--- src/rtl/dbg_log_serializer.sv ---
// dbg_log_serializer: turns one wide log flit into a header word plus payload words.
// Ports: clk/rst, log_catted_* flit input, out_* word stream, seq_count flits emitted.
module dbg_log_serializer #(
  parameter int DATA_WIDTH = 32,
  parameter int DEST_WIDTH = 16,
  parameter int ID_WIDTH   = 16,
  parameter int CNT_SIZE   = 16,
  parameter int ADDR_WIDTH = 10,
  parameter int ADDR       = 0,
  localparam int LOG_WIDTH =
    DATA_WIDTH + DATA_WIDTH / 8 + 1 + DEST_WIDTH + ID_WIDTH
) (
  input  logic                  clk,
  input  logic                  rst,
  input  logic [LOG_WIDTH-1:0]  log_catted_TDATA,
  input  logic                  log_catted_TVALID,
  output logic                  log_catted_TREADY,
  input  logic                  log_catted_TLAST,
  output logic [DATA_WIDTH-1:0] out_TDATA,
  output logic                  out_TVALID,
  input  logic                  out_TREADY,
  output logic                  out_TLAST,
  output logic [CNT_SIZE-1:0]   seq_count
);

  localparam int NWORDS = (LOG_WIDTH + DATA_WIDTH - 1) / DATA_WIDTH;
  localparam int PADW   = NWORDS * DATA_WIDTH;
  localparam int IDXW   = (NWORDS > 1) ? $clog2(NWORDS) : 1;
  localparam logic [IDXW-1:0] IDX_LAST = IDXW'(NWORDS - 1);

  typedef enum logic [1:0] {
    S_IDLE,
    S_HDR,
    S_WORD
  } state_e;

  state_e                state_q, state_d;
  logic [IDXW-1:0]       idx_q, idx_d;
  logic [PADW-1:0]       data_q, data_d;
  logic                  last_q, last_d;
  logic [CNT_SIZE-1:0]   seq_q, seq_d;
  logic [DATA_WIDTH-1:0] tdata_q, tdata_d;
  logic                  tvalid_q, tvalid_d;
  logic                  tlast_q, tlast_d;

  logic                  out_fire;
  logic                  in_ready;
  logic                  in_fire;
  logic                  at_last;
  logic [IDXW-1:0]       nxt_idx;
  logic [DATA_WIDTH-1:0] nxt_word;
  logic [DATA_WIDTH-1:0] hdr;

  assign at_last  = (state_q == S_WORD) && (idx_q == IDX_LAST);
  assign out_fire = tvalid_q & out_TREADY;
  // The slot frees up in the same cycle the final word leaves,
  // so back-to-back flits stream without a bubble.
  assign in_ready = (state_q == S_IDLE) | (at_last & out_TREADY);
  assign in_fire  = log_catted_TVALID & in_ready;

  // Index of the word that follows the current one; the out-of-range
  // case after the last word is folded to 0 and never used.
  assign nxt_idx  = (state_q == S_WORD && !at_last) ?
                    idx_q + IDXW'(1) : '0;
  assign nxt_word = data_q[nxt_idx * DATA_WIDTH +: DATA_WIDTH];

  always_comb begin
    state_d  = state_q;
    idx_d    = idx_q;
    data_d   = data_q;
    last_d   = last_q;
    seq_d    = seq_q;
    tdata_d  = tdata_q;
    tvalid_d = tvalid_q;
    tlast_d  = tlast_q;
    hdr      = '0;

    case (state_q)
      S_HDR: begin
        if (out_fire) begin
          state_d = S_WORD;
          idx_d   = '0;
          tdata_d = nxt_word;
          tlast_d = (NWORDS == 1);
        end
      end
      S_WORD: begin
        if (out_fire) begin
          if (at_last) begin
            seq_d    = seq_q + CNT_SIZE'(1);
            state_d  = S_IDLE;
            tvalid_d = 1'b0;
            tlast_d  = 1'b0;
            tdata_d  = '0;
          end else begin
            idx_d   = nxt_idx;
            tdata_d = nxt_word;
            tlast_d = (nxt_idx == IDX_LAST);
          end
        end
      end
      default: ;
    endcase

    // Header takes seq_d so a flit accepted on the last-word
    // handshake already carries the incremented sequence number.
    hdr[DATA_WIDTH-1 -: ADDR_WIDTH] = ADDR_WIDTH'(ADDR);
    hdr[CNT_SIZE]                   = log_catted_TLAST;
    hdr[CNT_SIZE-1:0]               = seq_d;

    if (in_fire) begin
      data_d                = '0;
      data_d[LOG_WIDTH-1:0] = log_catted_TDATA;
      last_d                = log_catted_TLAST;
      state_d               = S_HDR;
      idx_d                 = '0;
      tdata_d               = hdr;
      tvalid_d              = 1'b1;
      tlast_d               = 1'b0;
    end
  end

  always_ff @(posedge clk) begin
    if (rst) begin
      state_q  <= S_IDLE;
      idx_q    <= '0;
      data_q   <= '0;
      last_q   <= 1'b0;
      seq_q    <= '0;
      tdata_q  <= '0;
      tvalid_q <= 1'b0;
      tlast_q  <= 1'b0;
    end else begin
      state_q  <= state_d;
      idx_q    <= idx_d;
      data_q   <= data_d;
      last_q   <= last_d;
      seq_q    <= seq_d;
      tdata_q  <= tdata_d;
      tvalid_q <= tvalid_d;
      tlast_q  <= tlast_d;
    end
  end

  assign log_catted_TREADY = in_ready;
  assign out_TDATA         = tdata_q;
  assign out_TVALID        = tvalid_q;
  assign out_TLAST         = tlast_q;
  assign seq_count         = seq_q;

endmodule
--- config.mk ---
export PLATFORM = sky130hd
export DESIGN_NAME = dbg_log_serializer
export DESIGN_NICKNAME = d
export VERILOG_FILES = /design/src/rtl/dbg_log_serializer.sv
export SDC_FILE = /design/constraint.sdc
export NUM_CORES = 1
export LEC_CHECK = 0
export ABC_AREA = 1
export ABC_CLOCK_PERIOD_IN_PS = 2130
export CELL_PAD_IN_SITES_DETAIL_PLACEMENT = 1
export CELL_PAD_IN_SITES_GLOBAL_PLACEMENT = 2
export CORE_UTILIZATION = 24
export CTS_CLUSTER_DIAMETER = 50
export DETAILED_ROUTE_END_ITERATION = 8
export PLACE_DENSITY_LB_ADDON = 0.1
export SYNTH_ARGS = -nofsm -noshare
export SYNTH_HDL_FRONTEND = slang
export SYNTH_SLANG_ARGS = --single-unit
--- constraint.sdc ---
create_clock -name clk -period 2.13 [get_ports clk]
set_input_delay 0.639 -clock clk [delete_from_list [all_inputs] [get_ports clk]]
set_output_delay 0.639 -clock clk [all_outputs]
set_load 0.01 [all_outputs]
# Yosys cells after proc, flatten, opt, wreduce, memory -nomap -nowiden

Cells that the tools add are included.

Shift-type cells: 1
Equal/unequal tests: 11
Reduce and logical (&&, ||, !) cells: 16
$add $sub $neg: 2
Multiplexer cells: 26
Bitwise logic cells: 4

Operators with widths:

| kind                  | count |
|---|---|
| $mux 32               | 3 |
| $shiftx 96x8->32      | 1 |
| $pmux 32 s2           | 1 |
| $mux 16               | 3 |
| $mux 17               | 1 |
| $add 16x1->16 const B | 1 |
| $mux 2                | 7 |
| $reduce_and 4->1      | 3 |
| $ne 3x3->1 const B    | 3 |
| $reduce_and 3->1      | 3 |
| $mux 1                | 8 |
| $ne 2x2->1 const B    | 4 |
| $pmux 2 s2            | 2 |
| $reduce_bool 2->1     | 4 |
| $eq 2x2->1 const B    | 3 |
| $and 1x1->1           | 3 |
| $reduce_bool 3->1     | 1 |
| $add 2x1->2 const B   | 1 |
| $eq 2x1->1 const B    | 1 |
| $logic_and 1x1->1     | 2 |
| $logic_not 2->1       | 1 |
| $pmux 1 s2            | 1 |
| $reduce_or 2->1       | 1 |
| $logic_not 1->1       | 1 |
| $or 1x1->1            | 1 |

Logic and storage cells: 69
Bits in registers: 123
Input bits: 74

# Logic depth before layout (Yosys ltp)

Word-level depth: 10
Gate-level depth with buffers: 13
Mapped depth without buffers: 11

# Worst setup path after synthesis

No wires, ideal clock.

Path kind: flip-flop to flip-flop
Start: register idx_q[0]
End: register tdata_q[13] (netlist: out_TDATA[13])
Slack: 0.121 ns
Setup time: 0.119 ns
Arrival: 1.890 ns
Cell stages (with the launch flop): 12
Cell sequence: dfxtp_1 -> inv_1 -> clkbuf_1 -> ha_1 -> nand4_1 -> nand2_1 -> nand2_2 -> buf_4 -> nand2_1 -> nor2_1 -> nor2_1 -> a21oi_1

RTL lines:

| what                                                             | line | source |
|---|---|---|
| start: declaration                                               | 38   | `logic [IDXW-1:0] idx_q, idx_d;` |
| start signal: assignment                                         | 135  | `idx_q <= idx_d;` |
| $eq 2x2->1 *                                                     | 54   | `assign at_last = (state_q == S_WORD) && (idx_q == IDX_LAST);` |
| $logic_and 1x1->1 *                                              | 54   |  |
| $and 1x1->1 *                                                    | 58   | `assign in_ready = (state_q == S_IDLE) \| (at_last & out_TREADY);` |
| $or 1x1->1 *                                                     | 58   |  |
| via log_catted_TREADY                                            | 17   | `output logic log_catted_TREADY,` |
| $and 1x1->1 *                                                    | 59   | `assign in_fire = log_catted_TVALID & in_ready;` |
| $ne 3x3->1 (no source line) or $reduce_bool 3->1 (tied branches) | n/a  |  |
| $reduce_and 3->1 (no source line)                                | n/a  |  |
| end signal: assignment                                           | 139  | `tdata_q <= tdata_d;` |
| end: declaration                                                 | 42   | `logic [DATA_WIDTH-1:0] tdata_q, tdata_d;` |

The timed path passes the listed nets; every way through them passes the cells marked *. The select of a mux whose other input is x is not followed.
A chain may end at the register's enable or synchronous reset.

# Worst setup path after layout

Start: register seq_q[2] (netlist: seq_count[2])
End: output seq_count[2]

RTL lines:

| what                     | line | source |
|---|---|---|
| start: declaration       | 41   | `logic [CNT_SIZE-1:0] seq_q, seq_d;` |
| start signal: assignment | 138  | `seq_q <= seq_d;` |
| end: declaration         | 23   | `output logic [CNT_SIZE-1:0] seq_count` |

No word-level cell between the ends.

==> results.cfg <==
[routing]
final_wl_mm = 18.5
detail_route.vias_per_cell = 4.54
detailedRoute.firstPassIterationCount = 4
post_drt_wl_per_cell_um = 15.4
final_antenna_net_count = 0
drc_errors = 0
drt_first_iter_violations = 108
dr_vias = 5456

[timing]
fin_skew_ns = 0.00921
fmax_mhz = 487
setup_viol = 0
grt_setup_unrepaired = no
post-route-worst-setup-slack_ns = 0.0774
fin_hold_viols = 0
layout_min_cycle_time_ns = 2.05
timing.setup.tns_ns = 0
timing_max_transition_violations_final = 0
fin_crit_share_pct = 96.4
hold_ws_ns = 0.444
tightestPinTransition_ns = 0.428
slew-limit-headroom_pct = 71.4

[power]
totalPowerFinal_mw = 6.30
switching_power_mw = 1.51
power_report.internal_total_mw = 4.79
power.leakage_nw = 3.14
power-per-cell-area_mw_per_mm2 = 810
p_sw_share_pct = 23.9
share_seq_of_total_power_pct = 39.8
combinationalPowerShare_pct = 11.4
power.share.clock_pct = 48.7
worst_ir_drop_vdd_v = 0.000526

[flow_run]
maxCapViolations = 0

[setup_path]
crit_required_ns = 1.49
worst_path_largest_cell_delay_ns = 0.57
cpLargestDelayFamily = buffers and inverters
start_kind = register
cp.arrival_ns = 1.41
crit_slowest_cell = clkdlybuf4s50_1
cp_cell_sequence = clkdlybuf4s50_1
cp.buffers_inverters = 1
worst_setup_path_end_kind = output port
crit_path_max_fanout = 6
worst-setup-path-type = register to output port

[logic_synthesis]
synth_top_area_share_pct = 46.2
post_synth_inst_count = 772
synth.ff_latch_count = 123
postSynth.topFlopCell = dfxtp_1
syn_nets = 848
avgSynthCellArea_um2 = 6.90
synth.cell_area_mm2 = 0.00533
async_flop_share_pct = 0
ys_top_cells_by_area = dfxtp_1 46%, nand2_1 11%, nor2_1 8.3%
ys_seq_area_share_pct = 46.2
synth.yosys.warnings = 0
synth_enable_flop_cells = 0
synth_largest_area_cell = dfxtp_1
synth.lib_cells_used.distinct = 24

[global_routing]
number_of_antenna_violations_at_the_first_check_in_global_routing = 0
grtUsageTotal_pct = 17.1
grt_start_max_net_pins = 60
number_of_global_route_vias_before_repair = 5600
grt_pass1_wl_mm = 29.2
global_route.overflow_total = 0

[clock_tree]
htreeDepth = 4
cts_made_buffers = 17
clock_latency_reported_for_the_late_side_of_the_worst_skew_pair_ns = 0.42
cts_sinks = 123
tritoncts = done
clock_tree.buffer_depth = 2
cts.reportedPaths.clkPinSlew_ns = 0.06
cts_root_buffer_type = clkbuf_16

[finish]
layout-area-overhead-vs-synth_pct = 46.0
layout_common_cells = 162 x nand2_1, 121 x clkdlybuf4s50_1, 120 x dfxtp_1
final_layout_size_suffix_gt1_share_pct = 9.86
diodes = 0
commonest_non_fill_non_tap_cell_in_the_layout = nand2_1
design_area_mm2 = 0.00778
final_nets = 987
fillerInstances = 2658

[die]
die_area_mm2 = 0.0228
boundaryPins = 125
core.rowCount = 54
start_util_pct = 24.4
die_h_um = 151
placeableCoreArea_mm2 = 0.0218
die-width_um = 151

[placement]
detailed_place.area_mm2 = 0.00713
routability_congestion_estimate_from_global_placement = 0.774
sum_of_net_half_perimeters_after_detailed_placement_mm = 14.1
io_buffer_count = 124
pre_cts_ws_ns = -0.483

[run_status]
run_status = complete, no violations

[hold_path]
worst_hold_path_type = register to register
## power groups by stage
stage	Combinational (mW)	Sequential, mW	Clock (mW)
after global routing	0.808	2.52	3.26
after floorplan	0.354	2.55	0
final	0.718	2.51	3.07
after CTS	0.735	2.51	3.15
after global placement	0.721	2.55	0
after detailed placement	0.732	2.56	0
## cells in the mapped netlist (2+ instances only)
library cell	number
nand2_2	3
a21oi_1	78
o211ai_1	11
buf_4	2
nand4_1	6
nand3b_1	3
o21bai_1	3
nor2_1	118
buf_2	10
o21ai_0	86
nand3_1	48
inv_1	70
nand2_1	163
dfxtp_1	123
or2_2	5
nor2_2	2
ha_1	2
o21ai_1	2
clkbuf_1	32
## path summary, 6_finish.rpt
path | from | endpoint | slack [ns] | cells past startpoint
setup reg to reg | idx_q[0]$_SDFFE_PP0P_ | out_TDATA[21]$_SDFFE_PP0P_ | 0.21 | 10
setup / recovery | seq_count[2]$_SDFF_PP0_ | seq_count[2] | 0.08 | 1
hold reg to reg | data_q[48]$_SDFFE_PP0P_ | data_q[48]$_SDFFE_PP0P_ | 0.44 | 2
hold / removal | data_q[48]$_SDFFE_PP0P_ | data_q[48]$_SDFFE_PP0P_ | 0.44 | 2
## routing by layer
metal / vias to the layer above / global-route usage [%] / wire (um)
li1: 2767 / - / -
met1: 2588 / 21.8 / 8840
met2: 86 / 28.7 / 8860
met3: 15 / 3.61 / 600
met4: 0 / 5.55 / 226
met5: - / 0 / 0
## area by class of cell
type	count	area, um^2	share of cell area, %
flip-flops and latches	123	2470	31.7
multi-input cells	534	2430	31.2
repair buffers	164	1640	21.1
clock buffers	20	457	5.87
well taps	280	350	4.50
inverters	71	267	3.43
clock inverters	11	169	2.17
## registers in the layout, indices dropped and copies added, names as in the netlist
name and flops:
data_q 69, idx_q 2, out_TDATA 32, out_TLAST 1, out_TVALID 1, seq_count 16
state_q 2
## cells by family (layout without fill, tap and decap cells)
kind of cell / Yosys count / in the layout / share of synthesized area [%]
adder cells (fa/ha/maj): 2 / 2 / 0.470
buffers and inverters: 115 / 266 / 8.48
AO/OA/AOI/OAI: 182 / 182 / 17.9
flip-flops: 123 / 123 / 46.2
XOR/XNOR: 1 / 1 / 0.164
AND/OR/NAND/NOR: 349 / 349 / 26.8
## timing repair
item | in CTS | in global routing
setup buffers | 2 | 0
pin swaps | 2 | 1
resized for setup | 7 | 5
hold buffers | 0 | 0
setup endpoints to repair | 2 | 6
## per-stage QoR
stage	util, %	cells
final	35.6	1203
after floorplan	-	772
after global routing	35.6	1203
after global placement	32.7	1170
after detailed placement	32.7	1170
after CTS	35.6	1203
Note: power is estimated with default switching activity, not from simulation.
